--- src/rtl/ldst_control_sequencer.sv ---
// Moore control sequencer for the ld / ldi / st instruction class.
// Strobes are registered images of the next state, so they only ever change on a Clock rise or on Reset.
module ldst_control_sequencer #(
  parameter int                  OPCODE_W       = 5,
  parameter int                  WAIT_CYCLES    = 0,
  parameter int                  TIMEOUT_CYCLES = 16,
  parameter logic [OPCODE_W-1:0] OP_LD          = 5'b00000,
  parameter logic [OPCODE_W-1:0] OP_LDI         = 5'b00001,
  parameter logic [OPCODE_W-1:0] OP_ST          = 5'b00010
) (
  input  logic                Clock,
  input  logic                Reset,
  input  logic                Run,
  input  logic [OPCODE_W-1:0] Opcode,
  input  logic                Mem_ready,
  output logic                PCout,
  output logic                Zlowout,
  output logic                MDRout,
  output logic                BAout,
  output logic                Cout,
  output logic                PCin,
  output logic                MARin,
  output logic                MDRin,
  output logic                IRin,
  output logic                Yin,
  output logic                Zin,
  output logic                Rin,
  output logic                Gra,
  output logic                Grb,
  output logic                IncPC,
  output logic                Read,
  output logic                Write,
  output logic                Fault,
  output logic                Busy,
  output logic [3:0]          State
);

  localparam int CW = $clog2(TIMEOUT_CYCLES + 1);

  localparam logic [3:0] S_IDLE  = 4'd0;
  localparam logic [3:0] S_T0    = 4'd7;
  localparam logic [3:0] S_T1    = 4'd8;
  localparam logic [3:0] S_T2    = 4'd9;
  localparam logic [3:0] S_T3    = 4'd10;
  localparam logic [3:0] S_T4    = 4'd11;
  localparam logic [3:0] S_T5    = 4'd12;
  localparam logic [3:0] S_T6    = 4'd13;
  localparam logic [3:0] S_T7    = 4'd14;
  localparam logic [3:0] S_FAULT = 4'd15;

  localparam int B_WRITE  = 0;
  localparam int B_READ   = 1;
  localparam int B_INCPC  = 2;
  localparam int B_GRB    = 3;
  localparam int B_GRA    = 4;
  localparam int B_RIN    = 5;
  localparam int B_ZIN    = 6;
  localparam int B_YIN    = 7;
  localparam int B_IRIN   = 8;
  localparam int B_MDRIN  = 9;
  localparam int B_MARIN  = 10;
  localparam int B_PCIN   = 11;
  localparam int B_COUT   = 12;
  localparam int B_BAOUT  = 13;
  localparam int B_MDROUT = 14;
  localparam int B_ZLOW   = 15;
  localparam int B_PCOUT  = 16;
  localparam int B_BUSY   = 17;
  localparam int B_FAULT  = 18;

  localparam int              TO_LAST_I = TIMEOUT_CYCLES - 1;
  localparam logic [CW-1:0]   TO_LAST   = TO_LAST_I[CW-1:0];
  localparam logic [CW:0]     WAIT_P    = WAIT_CYCLES[CW:0];
  localparam logic [CW-1:0]   CNT_MAX   = {CW{1'b1}};

  logic [3:0]          state_r;
  logic [3:0]          state_nxt_s;
  logic [3:0]          target_s;
  logic [3:0]          next_instr_s;
  logic [CW-1:0]       cnt_r;
  logic [CW-1:0]       cnt_nxt_s;
  logic [OPCODE_W-1:0] op_r;
  logic [OPCODE_W-1:0] op_nxt_s;
  logic [18:0]         out_r;
  logic                op_ld_s;
  logic                op_st_s;
  logic                op_ldi_s;
  logic                op_known_s;
  logic                mem_s;
  logic                wait_met_s;
  logic                exit_s;

  // Strobe/flag image of a state; T1 drives PCin only on its first cycle.
  function automatic logic [18:0] decode(input logic [3:0] st, input logic [CW-1:0] cnt,
                                         input logic [OPCODE_W-1:0] op);
    logic [18:0] v;
    v = 19'd0;
    v[B_BUSY] = 1'b1;
    case (st)
      S_T0: begin v[B_PCOUT] = 1'b1; v[B_MARIN] = 1'b1; v[B_INCPC] = 1'b1; v[B_ZIN] = 1'b1; end
      S_T1: begin
        v[B_READ] = 1'b1; v[B_MDRIN] = 1'b1; v[B_ZLOW] = 1'b1;
        v[B_PCIN] = (cnt == {CW{1'b0}});
      end
      S_T2: begin v[B_MDROUT] = 1'b1; v[B_IRIN] = 1'b1; end
      S_T3: begin v[B_GRB] = 1'b1; v[B_BAOUT] = 1'b1; v[B_YIN] = 1'b1; end
      S_T4: begin v[B_COUT] = 1'b1; v[B_ZIN] = 1'b1; end
      S_T5: begin
        v[B_ZLOW] = 1'b1;
        if (op == OP_LDI) begin v[B_GRA] = 1'b1; v[B_RIN] = 1'b1; end
        else              begin v[B_MARIN] = 1'b1; end
      end
      S_T6: begin
        if (op == OP_LD) begin v[B_READ] = 1'b1; v[B_MDRIN] = 1'b1; end
        else             begin v[B_GRA] = 1'b1; v[B_BAOUT] = 1'b1; v[B_MDRIN] = 1'b1; end
      end
      S_T7: begin
        if (op == OP_LD) begin v[B_MDROUT] = 1'b1; v[B_GRA] = 1'b1; v[B_RIN] = 1'b1; end
        else             begin v[B_WRITE] = 1'b1; end
      end
      S_FAULT: begin v[B_BUSY] = 1'b0; v[B_FAULT] = 1'b1; end
      default: v[B_BUSY] = 1'b0;
    endcase
    return v;
  endfunction

  assign op_ld_s      = (op_r == OP_LD);
  assign op_st_s      = (op_r == OP_ST);
  assign op_ldi_s     = (op_r == OP_LDI);
  assign op_known_s   = (Opcode == OP_LD) || (Opcode == OP_LDI) || (Opcode == OP_ST);
  assign next_instr_s = Run ? S_T0 : S_IDLE;
  assign mem_s        = (state_r == S_T1) || ((state_r == S_T6) && op_ld_s) || ((state_r == S_T7) && op_st_s);
  // Written as cnt+1 > WAIT so the compare stays meaningful when WAIT_CYCLES is 0.
  assign wait_met_s   = (({1'b0, cnt_r} + {{CW{1'b0}}, 1'b1}) > WAIT_P);
  assign exit_s       = Mem_ready && wait_met_s;

  // Next-state, wait counter and opcode latch selection.
  always_comb begin
    target_s  = S_IDLE;
    op_nxt_s  = op_r;
    case (state_r)
      S_IDLE:  target_s = Run ? S_T0 : S_IDLE;
      S_T0:    target_s = S_T1;
      S_T1:    target_s = S_T2;
      S_T2:    target_s = S_T3;
      S_T3: begin
        op_nxt_s = Opcode;
        target_s = op_known_s ? S_T4 : next_instr_s;
      end
      S_T4:    target_s = S_T5;
      S_T5:    target_s = op_ldi_s ? next_instr_s : S_T6;
      S_T6:    target_s = S_T7;
      S_T7:    target_s = next_instr_s;
      S_FAULT: target_s = S_FAULT;
      default: target_s = S_IDLE;
    endcase

    if (!mem_s) begin
      state_nxt_s = target_s;
    end else if (exit_s) begin
      state_nxt_s = target_s;
    end else if (cnt_r == TO_LAST) begin
      state_nxt_s = S_FAULT;
    end else begin
      state_nxt_s = state_r;
    end

    if (mem_s && (state_nxt_s == state_r)) begin
      cnt_nxt_s = (cnt_r == CNT_MAX) ? cnt_r : cnt_r + {{(CW-1){1'b0}}, 1'b1};
    end else begin
      cnt_nxt_s = {CW{1'b0}};
    end
  end

  // State, counter, latched opcode and registered output image.
  always_ff @(posedge Clock or negedge Reset) begin
    if (!Reset) begin
      state_r <= S_IDLE;
      cnt_r   <= {CW{1'b0}};
      op_r    <= {OPCODE_W{1'b0}};
      out_r   <= 19'd0;
    end else begin
      state_r <= state_nxt_s;
      cnt_r   <= cnt_nxt_s;
      op_r    <= op_nxt_s;
      out_r   <= decode(state_nxt_s, cnt_nxt_s, op_nxt_s);
    end
  end

  assign PCout   = out_r[B_PCOUT];
  assign Zlowout = out_r[B_ZLOW];
  assign MDRout  = out_r[B_MDROUT];
  assign BAout   = out_r[B_BAOUT];
  assign Cout    = out_r[B_COUT];
  assign PCin    = out_r[B_PCIN];
  assign MARin   = out_r[B_MARIN];
  assign MDRin   = out_r[B_MDRIN];
  assign IRin    = out_r[B_IRIN];
  assign Yin     = out_r[B_YIN];
  assign Zin     = out_r[B_ZIN];
  assign Rin     = out_r[B_RIN];
  assign Gra     = out_r[B_GRA];
  assign Grb     = out_r[B_GRB];
  assign IncPC   = out_r[B_INCPC];
  assign Read    = out_r[B_READ];
  assign Write   = out_r[B_WRITE];
  assign Busy    = out_r[B_BUSY];
  assign Fault   = out_r[B_FAULT];
  assign State   = state_r;

endmodule

--- config.mk ---
export PLATFORM = sky130hd
export DESIGN_NAME = ldst_control_sequencer
export DESIGN_NICKNAME = d
export VERILOG_FILES = /design/src/rtl/ldst_control_sequencer.sv
export SDC_FILE = /design/constraint.sdc
export NUM_CORES = 1
export LEC_CHECK = 0
export CELL_PAD_IN_SITES_DETAIL_PLACEMENT = 1
export CELL_PAD_IN_SITES_GLOBAL_PLACEMENT = 1
export CORE_ASPECT_RATIO = 2
export CORE_MARGIN = 2
export CORE_UTILIZATION = 36
export DETAILED_ROUTE_END_ITERATION = 8
export HOLD_SLACK_MARGIN = 0.02
export PLACE_DENSITY = 0.78
export SLEW_MARGIN = 40
export SYNTH_ARGS = -nofsm -noshare
export SYNTH_HDL_FRONTEND = slang
export SYNTH_SLANG_ARGS = --single-unit
export TNS_END_PERCENT = 50
--- constraint.sdc ---
create_clock -name Clock -period 2.5 [get_ports Clock]
set_input_delay 0.375 -clock Clock [delete_from_list [all_inputs] [get_ports Clock]]
set_output_delay 0.375 -clock Clock [all_outputs]
set_load 0.01 [all_outputs]
* Word-level counts from Yosys, hierarchy flattened
Cells that the tools add are included.
** Word-level totals
- Word-level logic and storage cells :: 83
- Output and inout bits :: 23
- Bits of input ports :: 9
- Register bits after elaboration :: 33
** Cells by class
- Reductions and logical operators :: 18
- Equality and inequality tests :: 26
- Muxes and demuxes :: 32
- Magnitude comparators :: 1
- $add $sub $neg :: 2
** Operator list (number)
- $eq A4 B4 Y1 const B :: 16
- $pmux W4 S9 :: 1
- $logic_not A5 Y1 :: 4
- $mux W4 :: 5
- $eq A5 B1 Y1 const B :: 3
- $mux W5 :: 3
- $mux W1 :: 14
- $eq A5 B2 Y1 const B :: 2
- $pmux W1 S2 :: 5
- $eq A4 B3 Y1 const B :: 2
- $reduce_or A2 Y1 :: 4
- $reduce_or A8 Y1 :: 1
- $add A5 B1 Y6 const B :: 1
- $gt A6 B1 Y1 const B :: 1
- $add A5 B1 Y5 const B :: 1
- $eq A5 B4 Y1 const B :: 1
- $eq A5 B5 Y1 const B :: 1
- $eq A4 B4 Y1 :: 1
- $logic_and A1 B1 Y1 :: 4
- $logic_not A4 Y1 :: 1
- $logic_or A1 B1 Y1 :: 4
- $mux W2 :: 2
- $mux W3 :: 1
- $pmux W1 S3 :: 1

* Depth between registers and ports, before layout
- Depth after elaboration :: 12
- Mapped depth :: 10
- Depth with buffers taken out :: 10

* Least setup slack after synthesis
Ideal clock, no wire load.
- Path type :: reg2reg
- Start :: register state_r[0], in the netlist State[0]
- End :: register out_r[1]
- Arrival :: 2352 ps
- Cell stages (with the launch flop) :: 9
- Buffers on the path :: 2
- Slack :: 71 ps
- Setup time :: 78 ps
- Clock period less this slack :: 2429 ps
- Required time :: 2422 ps
- Path through :: dfrtp_1 > buf_4 > nor4bb_1 > buf_2 > mux2_1 > or4_1 > nor2_1 > nand3_1 > a21oi_1
** Between the ends
- Elaborated cells on any way between the ends :: 25
- Classes of those cells :: 11 x eq/ne; 7 x mux; 7 x reduce/logical
** RTL lines
- start: declaration :: line 76 : logic [3:0] state_r;
- start signal: assignment :: line 183 : state_r <= state_nxt_s;
- $eq A4 B4 Y1 :: line 141 : case (state_r)
- $mux W5 :: line 141
- named net op_nxt_s[1] :: line 83 : logic [OPCODE_W-1:0] op_nxt_s;
- $logic_not A5 Y1 :: line 114 : if (op == OP_LD) begin v[B_READ] = 1'b1; v[B_MDRIN] = 1'b1; end
- $mux W1 :: line 114
- $pmux W1 S2 :: line 99 : case (st)
- end signal: assignment :: line 186 : out_r <= decode(state_nxt_s, cnt_nxt_s, op_nxt_s);
- end: declaration :: line 84 : logic [18:0] out_r;
The timed path passes the listed nets, and every way through them passes these cells.

* Final worst setup path
- Start :: register cnt_r[1]
- End :: register out_r[4]
** Between the ends
- Word-level cells in the longest chain between the ends :: 7
- Elaborated cells on any way between the ends :: 11
- Classes of those cells :: 1 x add/sub; 1 x order compare; 4 x eq/ne; 4 x mux; 1 x reduce/logical
** RTL lines
- start: declaration :: line 80 : logic [CW-1:0] cnt_r;
- start signal: assignment :: line 179 : cnt_r <= {CW{1'b0}};
- start signal: assignment :: line 184 : cnt_r <= cnt_nxt_s;
- $add A5 B1 Y6 :: line 134 : assign wait_met_s = (({1'b0, cnt_r} + {{CW{1'b0}}, 1'b1}) > WAIT_P);
- $gt A6 B1 Y1 :: line 134
- $logic_and A1 B1 Y1 :: line 135 : assign exit_s = Mem_ready && wait_met_s;
- $mux W4 (*) :: line 160 : end else if (exit_s) begin
- $mux W4 (*) :: line 158 : if (!mem_s) begin
- $eq A4 B4 Y1 :: line 99
- $pmux W1 S3 (*) :: line 99
Mark *: on every way between the ends. The rest lies on a longest branch, timed or not.

==> impl_metrics.env <==
export IMPL_syn_area_um2=1680
export IMPL_cts_tree="yes"
export IMPL_status="finished, final reports clean"
export IMPL_wl_met2_um=2990
export IMPL_ys_ff_latch=31
export IMPL_grt_ovfl_total=0
export IMPL_routabilityCongestion=0.980
export IMPL_areaGrowthSynthToFinish_pct=39.5
export IMPL_powerDensity_nw_per_um2=1250
export IMPL_wl_met3_um=208
export IMPL_p_leak_nw=1.02
export IMPL_synth_ff_type="dfrtp_1"
export IMPL_die_height_um=101
export IMPL_r2r_start="cnt_r[1]$_DFF_PN0_"
export IMPL_place_hpwl_um=3790
export IMPL_ys_warn_count=0
export IMPL_syn_num_nets=173
export IMPL_viasPerCell=5.48
export IMPL_synthMostInstantiatedCell="dfrtp_1"
export IMPL_n_antenna_cell=0
export IMPL_die_x_um=52.3
export IMPL_grt_pass1_vias=1636
export IMPL_via_count=1469
export IMPL_ys_types=57
export IMPL_avgSynthCellArea_um2=10.5
export IMPL_vdd_drop_max_mv=0.990
export IMPL_hold_path_class="primary input to asynchronous set/reset pin"
export IMPL_antenna_found_initial=0
export IMPL_synth_area_top_cells="dfrtp_1 (46%), nor2_1 (3.6%), ha_1 (3.0%), inv_1 (2.5%), mux2_2 (2.0%)"
export IMPL_fill_cells=514
export IMPL_required_ns=2.69
export IMPL_async_reset_ff_share_pct=100
export IMPL_synth_top_cell_by_area="dfrtp_1"
export IMPL_clk_path_buf_depth=2
export IMPL_cp_max_fo=5
export IMPL_core_area_um2=4550
export IMPL_synth_cells=160
export IMPL_drive_above_1_share_pct=23.9
export IMPL_r2r_cells=9
export IMPL_endpoint_kind="register"
export IMPL_synthTopCellsByCount="dfrtp_1 (31), nor2_1 (16), inv_1 (11)"
export IMPL_yosysTopAreaCellShare_pct=46.2
export IMPL_r2r_slack_ns=0.07
export IMPL_startpoint_type="register"
export IMPL_total_power_mw=2.93
export IMPL_cts_made_buffers=5
export IMPL_reg2reg_to="out_r[4]$_DFF_PN0_"
export IMPL_period_minus_slack_ns=2.43
export IMPL_clkTransAtPathRegs_ns=0.06
export IMPL_finalInstanceArea_um2=2340
export IMPL_maxCapViolCount=0
export IMPL_maxSlewViolCount=0
export IMPL_grt_pass1_wl_um=7940
export IMPL_cts_root_buf="clkbuf_8"
export IMPL_ios=32
export IMPL_detail_route_first_pass_iterations=4
export IMPL_hold_buffers=0
export IMPL_grt_max_degree=32
export IMPL_fin_crit_sh_pct=97.1
export IMPL_first_iter_violations=17
export IMPL_placed_area_um2=2180
export IMPL_worst_slew_pin_slew_ns=0.633
export IMPL_critPathKind="register to register"
export IMPL_row_count=35
export IMPL_antenna_left=0
export IMPL_nNetsFinal=225
export IMPL_grt_use_total_pct=20.8
export IMPL_clock_latency_ns=0.29
export IMPL_io_buffers=31
export IMPL_h_tree_depth=2
export IMPL_yosysSeqAreaShare_pct=46.2
export IMPL_maxSlewHeadroom_pct=57.3
export IMPL_cp_arrival_ns=2.62
export IMPL_start_util_pct=36.9
export IMPL_synth_edff_count=0
export IMPL_setup_viol=0
export IMPL_timing_fmax_ghz=0.412
export IMPL_routedWlPerCell_um=18.7
export IMPL_finalClockSkew_ns=0.00825
export IMPL_hold_viol=0
export IMPL_clock_sinks=31
export IMPL_drc=0
export IMPL_routed_top_layer="met4"
export IMPL_dieArea_um2=5260
export IMPL_drt_met1_wl_um=1630
export IMPL_routed_wl_um=5020
==> critical path, cell delays in order (launching register included) <==
cell and delay [ns]:
dfrtp_1 0.37, ha_1 0.23, nand3_1 0.12, ha_1 0.31
a211oi_2 0.05, o22a_2 0.26, buf_12 0.14, o32a_1 0.40
nand3b_1 0.26, a22oi_2 0.20
==> area by class of cell <==
cell class | instances | area [µm²] | area share, %
Clock buffer | 6 | 82.6 | 3.52
Clock inverter | 2 | 35.0 | 1.49
Inverter | 12 | 47.5 | 2.03
Multi-Input combinational cell | 108 | 838 | 35.8
Sequential cell | 31 | 776 | 33.1
Tap cell | 55 | 68.8 | 2.94
Timing Repair Buffer | 54 | 495 | 21.1
==> how the worst max path moves through the flow <==
| stage | from | to | slack (ns) | cells past startpoint |
|---|---|---|---|---|
| after floorplan | State[0]$_DFF_PN0_ | out_r[1]$_DFF_PN0_ | 0.07 | 8 |
| after global placement | Opcode[1] | out_r[1]$_DFF_PN0_ | 0.002 | 9 |
| after detailed placement | Opcode[0] | out_r[4]$_DFF_PN0_ | -0.14 | 9 |
| after CTS | Opcode[0] | out_r[4]$_DFF_PN0_ | 0.02 | 8 |
| after global routing | State[0]$_DFF_PN0_ | out_r[1]$_DFF_PN0_ | -0.02 | 8 |
| final | cnt_r[1]$_DFF_PN0_ | out_r[4]$_DFF_PN0_ | 0.07 | 9 |
==> flip-flops by register name, indices dropped and copies added (netlist names) <==
register  count
State         4
cnt_r         5
op_r          5
out_r        17
==> power breakdown <==
group	switching [mW]	internal [mW]	leakage, nW
combinational	0.891	0.770	0.551
clock	0.188	0.322	0.0612
sequential	0.0954	0.660	0.407
==> metrics by stage <==
stage / TNS (ns) / hold slack [ns] / util [%] / setup WS [ns] / instances
global route: -0.0159 / 0.516 / 51.5 / -0.0159 / 268
finish: 0 / 0.474 / 51.5 / 0.0729 / 268
floorplan: 0 / 0.0794 / - / 0.0705 / 160
global placement: 0 / 0.524 / 47.8 / 0.00154 / 258
CTS: 0 / 0.485 / 50.5 / 0.0204 / 266
detailed placement: -0.675 / 0.564 / 47.8 / -0.135 / 258
==> layout by cell type, fill, tap and decap left out, types with 2 or more instances in the layout <==
| cell | count |
|---|---|
| a2111oi_4 | 2 |
| a211o_1 | 2 |
| a21o_1 | 4 |
| a21oi_1 | 4 |
| buf_4 | 22 |
| clkbuf_8 | 6 |
| clkdlybuf4s50_1 | 31 |
| dfrtp_1 | 31 |
| ha_1 | 4 |
| inv_1 | 11 |
| mux2_2 | 4 |
| mux2i_1 | 2 |
| nand2_1 | 8 |
| nand2b_1 | 2 |
| nand3_1 | 4 |
| nand3b_1 | 2 |
| nand4_1 | 3 |
| nor2_1 | 15 |
| nor2b_1 | 4 |
| nor3_2 | 2 |
| nor4_1 | 2 |
| o21ai_0 | 2 |
| o221ai_1 | 2 |
| o22ai_1 | 4 |
| o311ai_0 | 2 |
| o32a_1 | 2 |
| or2_1 | 2 |
| xnor2_1 | 2 |
| xor2_1 | 2 |
==> cells by family after synthesis <==
logic type	Yosys count	share of synthesized area, %
adders and majority gates	4	2.98
xor gates and xnor gates	4	2.09
DFF	31	46.2
AOI/OAI and AO/OA	37	20.3
buffers and inverters	21	5.96
and+or+nand+nor	57	18.6
muxes	6	3.87
==> timing repair <==
item / 4_1_cts / 5_1_grt
buffers inserted: 0 / 2
setup endpoints to repair: 1 / 6
pin swaps: 0 / 3
gates resized for setup: 1 / 6
gates cloned: 0 / 0
==> per-layer routing <==
metal / global-route usage [%] / vias up
met5: 0 / -
met1: 18.9 / 729
li1: - / 681
met3: 4.30 / 18
met2: 40.1 / 41
met4: 10.7 / 0
No activity file was read; power rests on OpenSTA's default activity.
